## src/rtl/branch_resolver_pkg.sv

```systemverilog
// rtl/branch_resolver_pkg.sv - shared encodings and operand-use helpers for the ID-stage branch resolver
package branch_resolver_pkg;

  localparam int BR_WIDTH     = 32;
  localparam int BR_CNT_WIDTH = 16;

  typedef enum logic [2:0] {
    BR_NONE = 3'd0,
    BR_BEQ  = 3'd1,
    BR_BNE  = 3'd2,
    BR_BGEZ = 3'd3,
    BR_BGTZ = 3'd4,
    BR_BLEZ = 3'd5,
    BR_BLTZ = 3'd6,
    BR_J    = 3'd7
  } br_op_e;

  typedef enum logic {
    ST_IDLE = 1'b0,
    ST_WAIT = 1'b1
  } br_state_e;

  // jr reads rs; every conditional branch reads rs; plain j/jal reads nothing
  function automatic logic op_reads_rs(input logic [2:0] op, input logic jump_reg);
    return jump_reg || ((op != BR_NONE) && (op != BR_J));
  endfunction

  // Only the two-register compares need rt
  function automatic logic op_reads_rt(input logic [2:0] op, input logic jump_reg);
    return !jump_reg && ((op == BR_BEQ) || (op == BR_BNE));
  endfunction

endpackage

```

## src/rtl/branch_hazard_detect.sv

```systemverilog
// rtl/branch_hazard_detect.sv - stall-cycle count for a branch operand still in flight in EX or MEM
module branch_hazard_detect
  import branch_resolver_pkg::*;
(
  input  logic [2:0] branch_op,
  input  logic       jump_reg,
  input  logic [4:0] id_rs,
  input  logic [4:0] id_rt,
  input  logic       idex_regwrite,
  input  logic       idex_memread,
  input  logic [4:0] idex_rd,
  input  logic       exmem_memread,
  input  logic [4:0] exmem_rd,
  output logic [1:0] stall_count
);

  logic use_rs;
  logic use_rt;
  logic idex_hit;
  logic exmem_hit;

  // A load in EX costs two cycles, any other pending producer costs one; r0 never hazards
  always_comb begin
    use_rs    = op_reads_rs(branch_op, jump_reg);
    use_rt    = op_reads_rt(branch_op, jump_reg);
    idex_hit  = (idex_rd != 5'd0) &&
                ((use_rs && (idex_rd == id_rs)) || (use_rt && (idex_rd == id_rt)));
    exmem_hit = (exmem_rd != 5'd0) &&
                ((use_rs && (exmem_rd == id_rs)) || (use_rt && (exmem_rd == id_rt)));
    stall_count = 2'd0;
    if (idex_memread && idex_hit) begin
      stall_count = 2'd2;
    end else if (idex_regwrite && idex_hit) begin
      stall_count = 2'd1;
    end else if (exmem_memread && exmem_hit) begin
      stall_count = 2'd1;
    end
  end

endmodule

```

## src/rtl/branch_resolver.sv

```systemverilog
// rtl/branch_resolver.sv - ID-stage branch/jump resolution with operand stall FSM and statistics
module branch_resolver
  import branch_resolver_pkg::*;
#(
  parameter int WIDTH     = BR_WIDTH,
  parameter int CNT_WIDTH = BR_CNT_WIDTH
) (
  input  logic                 Clk,
  input  logic                 Reset,
  input  logic [2:0]           BranchOp,
  input  logic                 JumpReg,
  input  logic                 Equal,
  input  logic [WIDTH-1:0]     RsData,
  input  logic [WIDTH-1:0]     PCPlus4,
  input  logic [WIDTH-1:0]     Imm,
  input  logic [25:0]          JTarget,
  input  logic [4:0]           ID_Rs,
  input  logic [4:0]           ID_Rt,
  input  logic                 IDEX_RegWrite,
  input  logic                 IDEX_MemRead,
  input  logic [4:0]           IDEX_Rd,
  input  logic                 EXMEM_MemRead,
  input  logic [4:0]           EXMEM_Rd,
  output logic                 Stall,
  output logic                 PCSrc,
  output logic [WIDTH-1:0]     BranchTarget,
  output logic                 Flush,
  output logic [CNT_WIDTH-1:0] BranchCount,
  output logic [CNT_WIDTH-1:0] TakenCount
);

  br_state_e        state;
  br_state_e        state_next;
  logic [1:0]       remain;
  logic [1:0]       remain_next;
  logic [1:0]       stall_count;
  logic             active;
  logic             cond_taken;
  logic             resolve;
  logic [WIDTH-1:0] target;
  br_op_e           op;

  assign op     = br_op_e'(BranchOp);
  assign active = (BranchOp != 3'd0) || JumpReg;

  branch_hazard_detect u_hazard (
    .branch_op     (BranchOp),
    .jump_reg      (JumpReg),
    .id_rs         (ID_Rs),
    .id_rt         (ID_Rt),
    .idex_regwrite (IDEX_RegWrite),
    .idex_memread  (IDEX_MemRead),
    .idex_rd       (IDEX_Rd),
    .exmem_memread (EXMEM_MemRead),
    .exmem_rd      (EXMEM_Rd),
    .stall_count   (stall_count)
  );

  // Branch condition and redirect address for the instruction sitting in ID
  always_comb begin
    cond_taken = 1'b0;
    target     = PCPlus4 + (Imm << 2);
    if (JumpReg) begin
      cond_taken = 1'b1;
      target     = RsData;
    end else begin
      case (op)
        BR_BEQ:  cond_taken = Equal;
        BR_BNE:  cond_taken = !Equal;
        BR_BGEZ: cond_taken = !RsData[WIDTH-1];
        BR_BGTZ: cond_taken = !RsData[WIDTH-1] && (RsData != '0);
        BR_BLEZ: cond_taken = RsData[WIDTH-1] || (RsData == '0);
        BR_BLTZ: cond_taken = RsData[WIDTH-1];
        BR_J: begin
          cond_taken   = 1'b1;
          target       = PCPlus4;
          target[27:0] = {JTarget, 2'b00};
        end
        default: cond_taken = 1'b0;
      endcase
    end
  end

  // Stall sequencing: hazards are only evaluated in IDLE, WAIT just burns the remaining cycles
  always_comb begin
    state_next  = state;
    remain_next = remain;
    Stall       = 1'b0;
    resolve     = 1'b0;
    case (state)
      ST_IDLE: begin
        if (active) begin
          if (stall_count != 2'd0) begin
            Stall       = 1'b1;
            remain_next = stall_count - 2'd1;
            state_next  = (stall_count > 2'd1) ? ST_WAIT : ST_IDLE;
          end else begin
            resolve = 1'b1;
          end
        end
      end
      ST_WAIT: begin
        Stall = 1'b1;
        if (!active) begin
          remain_next = 2'd0;
          state_next  = ST_IDLE;
        end else begin
          remain_next = (remain == 2'd0) ? 2'd0 : remain - 2'd1;
          if (remain <= 2'd1) state_next = ST_IDLE;
        end
      end
      default: begin
        state_next  = ST_IDLE;
        remain_next = 2'd0;
      end
    endcase
    // Front end must run free the moment reset is raised, even mid-stall
    if (Reset) begin
      Stall   = 1'b0;
      resolve = 1'b0;
    end
  end

  assign PCSrc        = resolve && cond_taken;
  assign Flush        = PCSrc;
  assign BranchTarget = active ? target : '0;

  // FSM state register
  always_ff @(posedge Clk or posedge Reset) begin
    if (Reset) begin
      state  <= ST_IDLE;
      remain <= 2'd0;
    end else begin
      state  <= state_next;
      remain <= remain_next;
    end
  end

  // Saturating statistics counters, bumped on each resolution cycle
  always_ff @(posedge Clk or posedge Reset) begin
    if (Reset) begin
      BranchCount <= '0;
      TakenCount  <= '0;
    end else if (resolve) begin
      if (BranchCount != '1) BranchCount <= BranchCount + CNT_WIDTH'(1);
      if (PCSrc && (TakenCount != '1)) TakenCount <= TakenCount + CNT_WIDTH'(1);
    end
  end

endmodule

```

## config.mk

```make
export PLATFORM = sky130hd
export DESIGN_NAME = branch_resolver
export DESIGN_NICKNAME = d
export VERILOG_FILES = /design/src/rtl/branch_resolver_pkg.sv /design/src/rtl/branch_hazard_detect.sv /design/src/rtl/branch_resolver.sv
export SDC_FILE = /design/constraint.sdc
export NUM_CORES = 1
export LEC_CHECK = 0
export CAP_MARGIN = 20
export CORE_MARGIN = 4
export CORE_UTILIZATION = 38
export DETAILED_ROUTE_END_ITERATION = 16
export HOLD_SLACK_MARGIN = 0.08
export PLACE_DENSITY = 0.79
export SYNTH_ARGS = -nofsm -noshare
export SYNTH_HDL_FRONTEND = slang
export SYNTH_HIERARCHICAL = 1
export SYNTH_SLANG_ARGS = --single-unit
```

## constraint.sdc

```tcl
create_clock -name Clk -period 3.45 [get_ports Clk]
set_input_delay 0.69 -clock Clk [delete_from_list [all_inputs] [get_ports Clk]]
set_output_delay 0.69 -clock Clk [all_outputs]
set_load 0.1 [all_outputs]
```

==> results.ini, run 1 <==
[worst_setup_path]
critical_path.reg2reg.startpoint=TakenCount[5]
arrival_ps=3240
critPathCaptureType=output port
critical_path_class=input pin to output port
required_ps=2760
r2r_cells=8
r2r_end=TakenCount[1]
r2r_setup_slack_ps=1000
worstPathMaxFanout=4
start_kind=input pin

[placed_design]
placed_cell_area_um2=8450
gp_congestion=0.898
dp_cells=1029
dpl_worst_slack_ps=-819
io_buffers=216
dp_hpwl_um=15700

[route]
drtPass1Iterations=6
vias=6664
wire_per_inst_um=23.2
antenna_left=0
avgViaCountPerCell=6.14
highest_layer=met5
route.detailed.drc=0
routed_wl_um=25200
wl_met1_um=8910
wl_met3_um=2320
drtIter0Drc=647
dr_wl_met2_um=12700

[timing]
fin_crit_ps=3930
hold_viol=0
period_share_pct=114
fin_ws_ps=-484
max_freq_mhz=254
finalSetupTns_ps=-5710
worst_clock_skew_ps=11.9
final-max-slew-violation-count=0
tightest_slew_ps=997
relSlewSlack_pct=33.3
rsz0062_at_grt=yes
setup_viol=29

[worst_hold_path]
hp-start=BranchCount[12]
min_path_cells=1
holdPathEnd=BranchCount[12]
min_path_type=flop to flop

[status]
violations=setup timing
status=finished with violations

[clock_tree]
cts_max_level=2
root_buffer=clkbuf_16
clock_latency_ps=290
clockBufferDepth=2
cts_hold_buf=0
cts_tree=built
cts_sinks=35
cts_buffers=5
path_clk_slew_ps=60

[logic_synthesis]
synthAdderAreaFrac_pct=9.80
synth_edf_count=0
synth-xor-area-share_pct=12.9
synth_ff_type=dfrtp_1
synthCells=562
ys_seq_area_share_pct=19.8
netlist_area_um2=4420
synth_nets=748
synth_compound_area_share_pct=27.8
ys_ff_latch=35
synth-async-reset-ratio_pct=100
synth-simple-area-share_pct=24.6
synth_mux_area_share_pct=1.53
synth-warning-count=6
yosys.cell_types.count=74
syn_avg_cell_area_um2=7.86
synth_top_family_by_area=compound AO/OA/AOI/OAI gates

[finish]
final_common_cell=buf_4
nets=1127
area_delta_synth_final_pct=125
final_layout_size_suffix_gt1_share_pct=51.5
fin_cells=1086
layout_common_cells=buf_4, clkdlybuf4s50_1, nand2_1, buf_12, nor2_1
fin_area_um2=9930
fillCellCount=542

[run]
cap_violations=0

[pwr]
p_total_mw=4.00
power.density_nw_per_um2=403
irDropWorstVdd_uv=848
leakage_nw=4.28

[floorplan]
dieArea_um2=13400
row_count=39
dieHeight_um=116
initial_core_util_pct=38.7
core_area_um2=11400
io_pins=219
dieWidth_um=116

[grt]
antenna_found_initial=1
grt_overflow=0
grt_usage_pct=32.9
grt_max_degree=50
grt_pass1_wl_um=35300
grt_pass1_vias=6856

final cells by class:
class	instances	area, um2	area share (%)
multi-input cells	489	4850	48.8
repair buffers	392	3780	38.1
flip-flops and latches	35	876	8.82
well taps	143	179	1.80
clock buffers	5	125	1.26
inverters	18	70.1	0.706
clock inverters	3	43.8	0.441
diodes	1	2.50	0.0252
where the power goes:
part / total (mW) / switching, mW / internal [mW] / leakage (nW)
Combinational: 2.84 / 1.78 / 1.06 / 3.75
Sequential: 0.644 / 0.145 / 0.499 / 0.453
Clock: 0.518 / 0.178 / 0.341 / 0.0838
Total: 4.00 / 2.11 / 1.90 / 4.28
registers in the layout (all words and copies together), names as in the netlist:
| signal | cells |
|---|---|
| BranchCount | 16 |
| TakenCount | 16 |
| remain | 2 |
| state | 1 |
per-layer routing:
metal / global-route usage [%] / up-vias
li1: - / 2852
met1: 37.8 / 3215
met2: 61.0 / 466
met3: 6.01 / 129
met4: 10.8 / 2
met5: 0 / -
repair_timing:
action / CTS / global route
resized for setup: 301 / 87
endpoints found under the hold margin: 0 / 0
pin swaps: 126 / 88
cloned: 0 / 1
buffers inserted: 38 / 20
setup endpoints to repair: 59 / 51
worst max-delay path by stage:
stage	start	endpoint	slack, ps	cells past startpoint
2_1_floorplan	PCPlus4[2]	BranchTarget[30]	-620	11
3_3_place_gp	PCPlus4[2]	BranchTarget[28]	-730	13
3_5_place_dp	PCPlus4[2]	BranchTarget[30]	-820	13
4_1_cts	Imm[0]	BranchTarget[30]	-500	13
5_1_grt	Imm[0]	BranchTarget[26]	-520	14
6_report	Imm[10]	BranchTarget[26]	-480	13
cells in the mapped netlist (3+ instances only):
cell	count	share of area [%]
a21o_1	14	2.4
o31ai_1	4	0.68
nor3_1	21	2.4
clkbuf_1	15	1.3
nor2_1	46	3.9
a22o_1	7	1.4
xnor2_1	36	7.1
xor2_1	29	5.7
nor2b_1	3	0.42
o211ai_1	5	0.85
ha_1	33	9.3
nor4_1	13	1.8
nand2_1	56	4.8
dfrtp_1	35	20
inv_1	18	1.5
nor3b_1	3	0.51
or4_1	3	0.51
nand3_1	25	2.8
mux2i_1	3	0.68
and4_1	4	0.79
a31oi_1	4	0.57
o21ai_0	38	4.3
a211oi_1	8	1.4
and3_1	12	1.7
a21boi_0	4	0.68
a32oi_1	6	1.2
o21a_1	7	1.2
nand4_1	10	1.4
a21oi_1	40	4.5
logic make-up after synthesis:
kind of cell | count (synthesis)
muxes | 6
xor gates and xnor gates | 65
AOI/OAI and AO/OA | 171
buffers and inverters | 39
adders and majority gates | 34
and+or+nand+nor | 212
DFF | 35
critical path, stage by stage:
cell and delay, ps:
clkdlybuf4s15_2 200, ha_4 260, buf_4 150, nand3_1 140, nor2_2 80, a2111oi_4 300
a211oi_2 170, buf_4 190, o41ai_4 290, o21ai_1 120, xnor2_1 180, a211oi_4 270
buf_12 210
per-stage QoR:
stage          utilization, %  hold slack (ps)
2_1_floorplan               -              462
3_3_place_gp             74.0              474
3_5_place_dp             74.0              495
4_1_cts                  83.7              504
5_1_grt                  86.9              533
6_report                 86.9              515
Power figures use the tool's default switching activity.
==> run 2: changes to the inputs <==
CORE_MARGIN = 5   (was 4)
==> run 2 against run 1 <==
The flow still finishes with violations (setup timing). Clock skew hardly changed. Clock power is 2% higher. Core utilization is 1.4 points higher. Critical path type unchanged. Design area is 1.7% higher.
==> results.ini, run 2 (synthesis results as in run 1) <==
[status]
violations=setup timing  ; unchanged
status=finished with violations  ; unchanged

[timing]
tightest_slew_ps=1010  ; was 997 ps
holdWs_ps=519  ; was 515 ps
hold_viol=0  ; unchanged
fin_crit_ps=3990  ; was 3930 ps
max_freq_mhz=251  ; was 254 MHz
rsz0062_at_grt=yes  ; unchanged
worst_clock_skew_ps=11.7  ; was 11.9 ps
period_share_pct=116  ; was 114%
relSlewSlack_pct=32.1  ; was 33.3%
final-max-slew-violation-count=0  ; unchanged
finalSetupTns_ps=-8550  ; was -5710 ps
fin_ws_ps=-537  ; was -484 ps
setup_viol=50  ; was 29

[grt]
antenna_found_initial=3  ; was 1
grt_overflow=0  ; unchanged
grt_max_degree=38  ; was 50
grt_usage_pct=31.2  ; was 32.9%
grt_pass1_vias=6782  ; was 6856
grt_pass1_wl_um=36000  ; was 35300 um

[floorplan]
initial_core_util_pct=38.7  ; unchanged
row_count=39  ; unchanged
core_area_um2=11400  ; unchanged
io_pins=219  ; unchanged
dieArea_um2=13900  ; was 13400 um2
dieWidth_um=118  ; was 116 um
dieHeight_um=118  ; was 116 um

[route]
route.detailed.drc=0  ; unchanged
wl_met1_um=9350  ; was 8910 um
highest_layer=met5  ; unchanged
vias=6690  ; was 6664
antenna_left=0  ; unchanged
drtIter0Drc=662  ; was 647
dr_wl_met2_um=13200  ; was 12700 um
drtPass1Iterations=6  ; unchanged
wire_per_inst_um=23.6  ; was 23.2 um
avgViaCountPerCell=6.10  ; was 6.14
routed_wl_um=25900  ; was 25200 um
wl_met3_um=2180  ; was 2320 um

[clock_tree]
clockBufferDepth=2  ; unchanged
cts_sinks=35  ; unchanged
cts_buffers=5  ; unchanged
cts_tree=built  ; unchanged
path_clk_slew_ps=60  ; about the same
clock_latency_ps=290  ; about the same
root_buffer=clkbuf_16  ; unchanged
cts_max_level=2  ; unchanged

[worst_setup_path]
required_ps=2760  ; about the same
arrival_ps=3300  ; was 3240 ps
critical_path_class=input pin to output port  ; unchanged
critPathCaptureType=output port  ; unchanged
start_kind=input pin  ; unchanged
worstPathMaxFanout=3  ; was 4

[finish]
fillCellCount=515  ; was 542
area_delta_synth_final_pct=128  ; was 125%
fin_area_um2=10100  ; was 9930 um2
final_common_cell=buf_4  ; unchanged
layout_common_cells=buf_4, clkdlybuf4s50_1, nand2_1, buf_12, buf_6  ; was buf_4, clkdlybuf4s50_1, nand2_1, buf_12, nor2_1
nets=1137  ; was 1127
top_regs=BranchCount x16, TakenCount x16, remain x2  ; unchanged
final_layout_size_suffix_gt1_share_pct=53.7  ; was 51.5%

[pwr]
intPower_mw=1.92  ; was 1.90 mW
p_sw_share_pct=52.7  ; was 52.6%
irDropWorstVdd_uv=892  ; was 848 uV
p_clk_share_pct=13.0  ; was 12.9%
power.density_nw_per_um2=403  ; about the same
leakage_nw=4.45  ; was 4.28 nW
pwr-share-comb_pct=71.1  ; was 71.0%
seq_power_share_pct=15.9  ; was 16.1%
power.switching_mw=2.14  ; was 2.11 mW
p_total_mw=4.06  ; was 4.00 mW

[placed_design]
gp_congestion=0.911  ; was 0.898
dp_hpwl_um=16100  ; was 15700 um
io_buffers=216  ; unchanged
dpl_worst_slack_ps=-807  ; was -819 ps
placed_cell_area_um2=8530  ; was 8450 um2

[run]
cap_violations=0  ; unchanged

[worst_hold_path]
min_path_type=flop to flop  ; unchanged

## run 2: changes by cell type in the layout (fill, tap and decap cells not counted), moves of 5 or more
cell,before,now
nor3_4,2,7
buf_2,9,16
buf_4,172,178
xnor2_2,11,17
xnor2_1,24,18
nor3_2,12,4
nand2_1,49,43
## run 2: worst max-delay path: stages
cell       delay, ps
buf_6            100
ha_4             250
a21oi_4          200
inv_2             70
a2111oi_4        440
a211oi_2         160
buf_4            180
o41ai_4          410
buf_4            190
xnor2_2           60
a221oi_2         300
nor2_4            70
buf_12           170
## run 2: timing repair
action,in CTS,in global routing
pin swaps,119,86
setup endpoints to repair,56,53
hold buffers,0,0
gates resized for setup,307,111
cloned,0,1
endpoints found under the hold margin,0,0
buffers inserted,33,21
## run 2: routing by layer
layer | up-vias | global-route usage (%)
met3 | 108 | 7.11
met5 | - | 0
met2 | 444 | 57.1
met4 | 4 | 8.03
met1 | 3245 | 36.3
li1 | 2889 | -
## run 2: path summary, 6_finish.rpt
check	from	to	slack, ps	cells past startpoint
min	remain[0]	remain[0]	520	1
max reg2reg	TakenCount[5]	TakenCount[10]	730	9
min reg2reg	remain[0]	remain[0]	520	1
max in group asynchronous	Reset	BranchCount[1]	2050	3
max	PCPlus4[11]	BranchTarget[22]	-540	13
min in group asynchronous	Reset	remain[1]	770	2
## run 2: final cells by class
class	count	area [um2]	share of cell area, %
multi-input cells	489	4940	49.0
repair buffers	402	3850	38.2
flip-flops and latches	35	876	8.68
well taps	143	179	1.77
clock buffers	5	125	1.24
inverters	18	70.1	0.694
clock inverters	3	43.8	0.434
diodes	1	2.50	0.0248
## run 2: through the flow
stage | instances | utilization (%)
2_1_floorplan | 562 | -
3_3_place_gp | 1041 | 74.7
3_5_place_dp | 1041 | 74.7
4_1_cts | 1077 | 83.6
5_1_grt | 1096 | 88.4
6_report | 1096 | 88.4
## run 2: power by group through the flow
stage          Sequential, mW  Combinational, mW  Clock, mW
4_1_cts                 0.627               2.68      0.519
3_3_place_gp            0.612               2.46          0
3_5_place_dp            0.625               2.50          0
6_report                0.645               2.89      0.527
2_1_floorplan            1.15               1.04          0
5_1_grt                 0.662               2.99      0.542
==> run 3: changes to the inputs <==
PLACE_DENSITY = 0.9   (was 0.79)
==> run 3 against run 2 <==
The run still ends with setup timing left. Core utilization down 1.8 points. Register-to-register slack better by 280 ps. Clock power up 12%. Critical path depth up 1. Via count up 3.2%. Combinational power about the same. Sequential share of layout area up 0.18 points. Power up 1.9%. Sequential power up 2%. First-iteration DRC count up 25%. Flip-flop and latch count unchanged. Count of clock-buffer cells in the layout up 1. Critical path type unchanged.
==> results.ini, run 3 (synthesis results as in run 1) <==
[status]
status=finished with violations  ; unchanged
violations=setup timing  ; unchanged

[timing]
final-max-slew-violation-count=0  ; unchanged
finalSetupTns_ps=-8020  ; was -8550 ps
fin_crit_ps=4040  ; was 3990 ps
period_share_pct=117  ; was 116%
rsz0062_at_grt=yes  ; unchanged
fin_ws_ps=-592  ; was -537 ps
max_freq_mhz=247  ; was 251 MHz
hold_viol=0  ; unchanged
setup_viol=44  ; was 50
tightest_slew_ps=976  ; was 1010 ps
relSlewSlack_pct=34.7  ; was 32.1%
worst_clock_skew_ps=8.37  ; was 11.7 ps

[clock_tree]
cts_buffers=5  ; unchanged
clockBufferDepth=2  ; unchanged
cts_hold_buf=0  ; unchanged
cts_sinks=35  ; unchanged
cts_tree=built  ; unchanged
cts_max_level=2  ; unchanged
root_buffer=clkbuf_16  ; unchanged
path_clk_slew_ps=60  ; about the same
clock_latency_ps=280  ; was 290 ps

[placed_design]
dp_cells=1029  ; was 1041
dp_hpwl_um=16800  ; was 16100 um
dpl_worst_slack_ps=-860  ; was -807 ps
gp_congestion=0.966  ; was 0.911
io_buffers=216  ; unchanged
placed_cell_area_um2=8400  ; was 8530 um2

[route]
wire_per_inst_um=25.8  ; was 23.6 um
drtIter0Drc=828  ; was 662
vias=6903  ; was 6690
drtPass1Iterations=6  ; unchanged
routed_wl_um=28100  ; was 25900 um
avgViaCountPerCell=6.35  ; was 6.10
route.detailed.drc=0  ; unchanged
antenna_left=0  ; unchanged

[finish]
fin_area_um2=9880  ; was 10100 um2
final_layout_size_suffix_gt1_share_pct=52.1  ; was 53.7%
fin_cells=1087  ; was 1096
top_regs=BranchCount x16, TakenCount x16, remain x2  ; unchanged
final_common_cell=buf_4  ; unchanged
area_delta_synth_final_pct=124  ; was 128%
fillCellCount=519  ; was 515
antenna_cells=0  ; was 1
layout_common_cells=buf_4, clkdlybuf4s50_1, nand2_1, buf_6, buf_12  ; was buf_4, clkdlybuf4s50_1, nand2_1, buf_12, buf_6
nets=1129  ; was 1137
final_core_util_pct=86.6  ; was 88.4%

[grt]
grt_util_met2_pct=62.2  ; was 57.1%
grt_overflow=0  ; unchanged
grt-busiest-layer=met2  ; unchanged
grt_max_degree=36  ; was 38
antenna_found_initial=0  ; was 3
grt_usage_pct=33.7  ; was 31.2%
grt_use_met3_pct=6.78  ; was 7.11%
grt_pass1_vias=6909  ; was 6782
grt_pass1_wl_um=38300  ; was 36000 um
use_met1_pct=37.4  ; was 36.3%

[worst_hold_path]
min_path_type=flop to flop  ; unchanged

[floorplan]
core_area_um2=11400  ; unchanged
dieArea_um2=13900  ; unchanged
dieWidth_um=118  ; unchanged
row_count=39  ; unchanged
dieHeight_um=118  ; unchanged
io_pins=219  ; unchanged
initial_core_util_pct=38.7  ; unchanged

[worst_setup_path]
arrival_ps=3350  ; was 3300 ps
critPathCaptureType=output port  ; unchanged
start_kind=input pin  ; unchanged
critical_path_class=input pin to output port  ; unchanged
critical_path.cell_chain=buf_8 -> ha_4 -> inv_2 -> fa_2 -> nor2b_4 -> o31a_1 -> o31ai_4 -> a211oi_4 -> buf_4 -> o41ai_4 -> o21ai_2 -> xnor2_2 -> a211oi_4 -> buf_12  ; was buf_6 -> ha_4 -> a21oi_4 -> inv_2 -> a2111oi_4 -> a211oi_2 -> buf_4 -> o41ai_4 -> buf_4 -> xnor2_2 -> a221oi_2 -> nor2_4 -> buf_12
crit_top_cell=a211oi_4  ; was buf_4
r2r_setup_slack_ps=1010  ; was 730 ps
worstPathMaxFanout=3  ; unchanged
crit_slowest_cell=o31ai_4  ; was a2111oi_4
slowest_delay_ps=350  ; was 440 ps
required_ps=2760  ; about the same

[run]
cap_violations=0  ; unchanged

[pwr]
irDropWorstVdd_uv=876  ; was 892 uV
power.density_nw_per_um2=419  ; was 403 nW/um2
leakage_nw=4.32  ; was 4.45 nW

-- run 3: changes by cell type in the layout (fill, tap and decap cells not counted), moves of 7 or more --
cell and delta:
buf_2 -13, clkbuf_2 +19, clkdlybuf4s15_1 -10, dlygate4sd2_1 -8, dlymetal6s2s_1 +7, nor3_2 +7
xnor2_1 +9, xnor2_2 -10
-- run 3: path summary, 6_finish.rpt --
| path | end | startpoint | cells after the start |
|---|---|---|---|
| max | BranchTarget[26] | PCPlus4[2] | 14 |
| min | BranchCount[10] | BranchCount[10] | 1 |
| max reg2reg | TakenCount[11] | TakenCount[5] | 9 |
| min reg2reg | BranchCount[10] | BranchCount[10] | 1 |
| max in group asynchronous | TakenCount[6] | Reset | 3 |
| min in group asynchronous | BranchCount[7] | Reset | 3 |
-- run 3: stage by stage --
step / total power [mW] / hold slack, ps
after floorplan: 2.20 / 462
after global placement: 3.03 / 478
after detailed placement: 3.11 / 489
after CTS: 3.87 / 491
after global routing: 4.25 / 516
final: 4.14 / 498
-- run 3: worst max-delay path, delay by kind of cell --
family,cells,cell delay (ps)
adders and majority gates,2,380
and+or+nand+nor,1,50
xor gates and xnor gates,1,170
buffers and inverters,4,530
AOI/OAI and AO/OA,6,1520
-- run 3: where the power goes --
| group | switching, mW | internal [mW] | total [mW] | leakage [nW] |
|---|---|---|---|---|
| registers | 0.158 | 0.499 | 0.657 | 0.453 |
| clock network | 0.176 | 0.414 | 0.590 | 0.0911 |
| logic | 1.82 | 1.07 | 2.89 | 3.78 |
| total | 2.16 | 1.99 | 4.14 | 4.32 |
-- run 3: per-layer routing --
metal	part of all wire (%)	wire length, um
met2	50	13900
met3	8.7	2450
met1	34	9520
met4	7.8	2200
met5	0	0
-- run 3: what timing repair did --
action | CTS | global route
setup endpoints to repair | 59 | 59
resized for setup | 230 | 165
gates cloned | 1 | 0
pin swaps | 106 | 101
setup buffers | 32 | 28
-- run 3: area by class of cell --
class | instances | area, um2 | share of cell area [%]
Timing Repair Buffer | 394 | 3770 | 38.2
Clock buffer | 6 | 129 | 1.30
Sequential cell | 35 | 876 | 8.86
Clock inverter | 2 | 60.1 | 0.608
Tap cell | 143 | 179 | 1.81
Inverter | 18 | 70.1 | 0.709
Multi-Input combinational cell | 489 | 4800 | 48.5
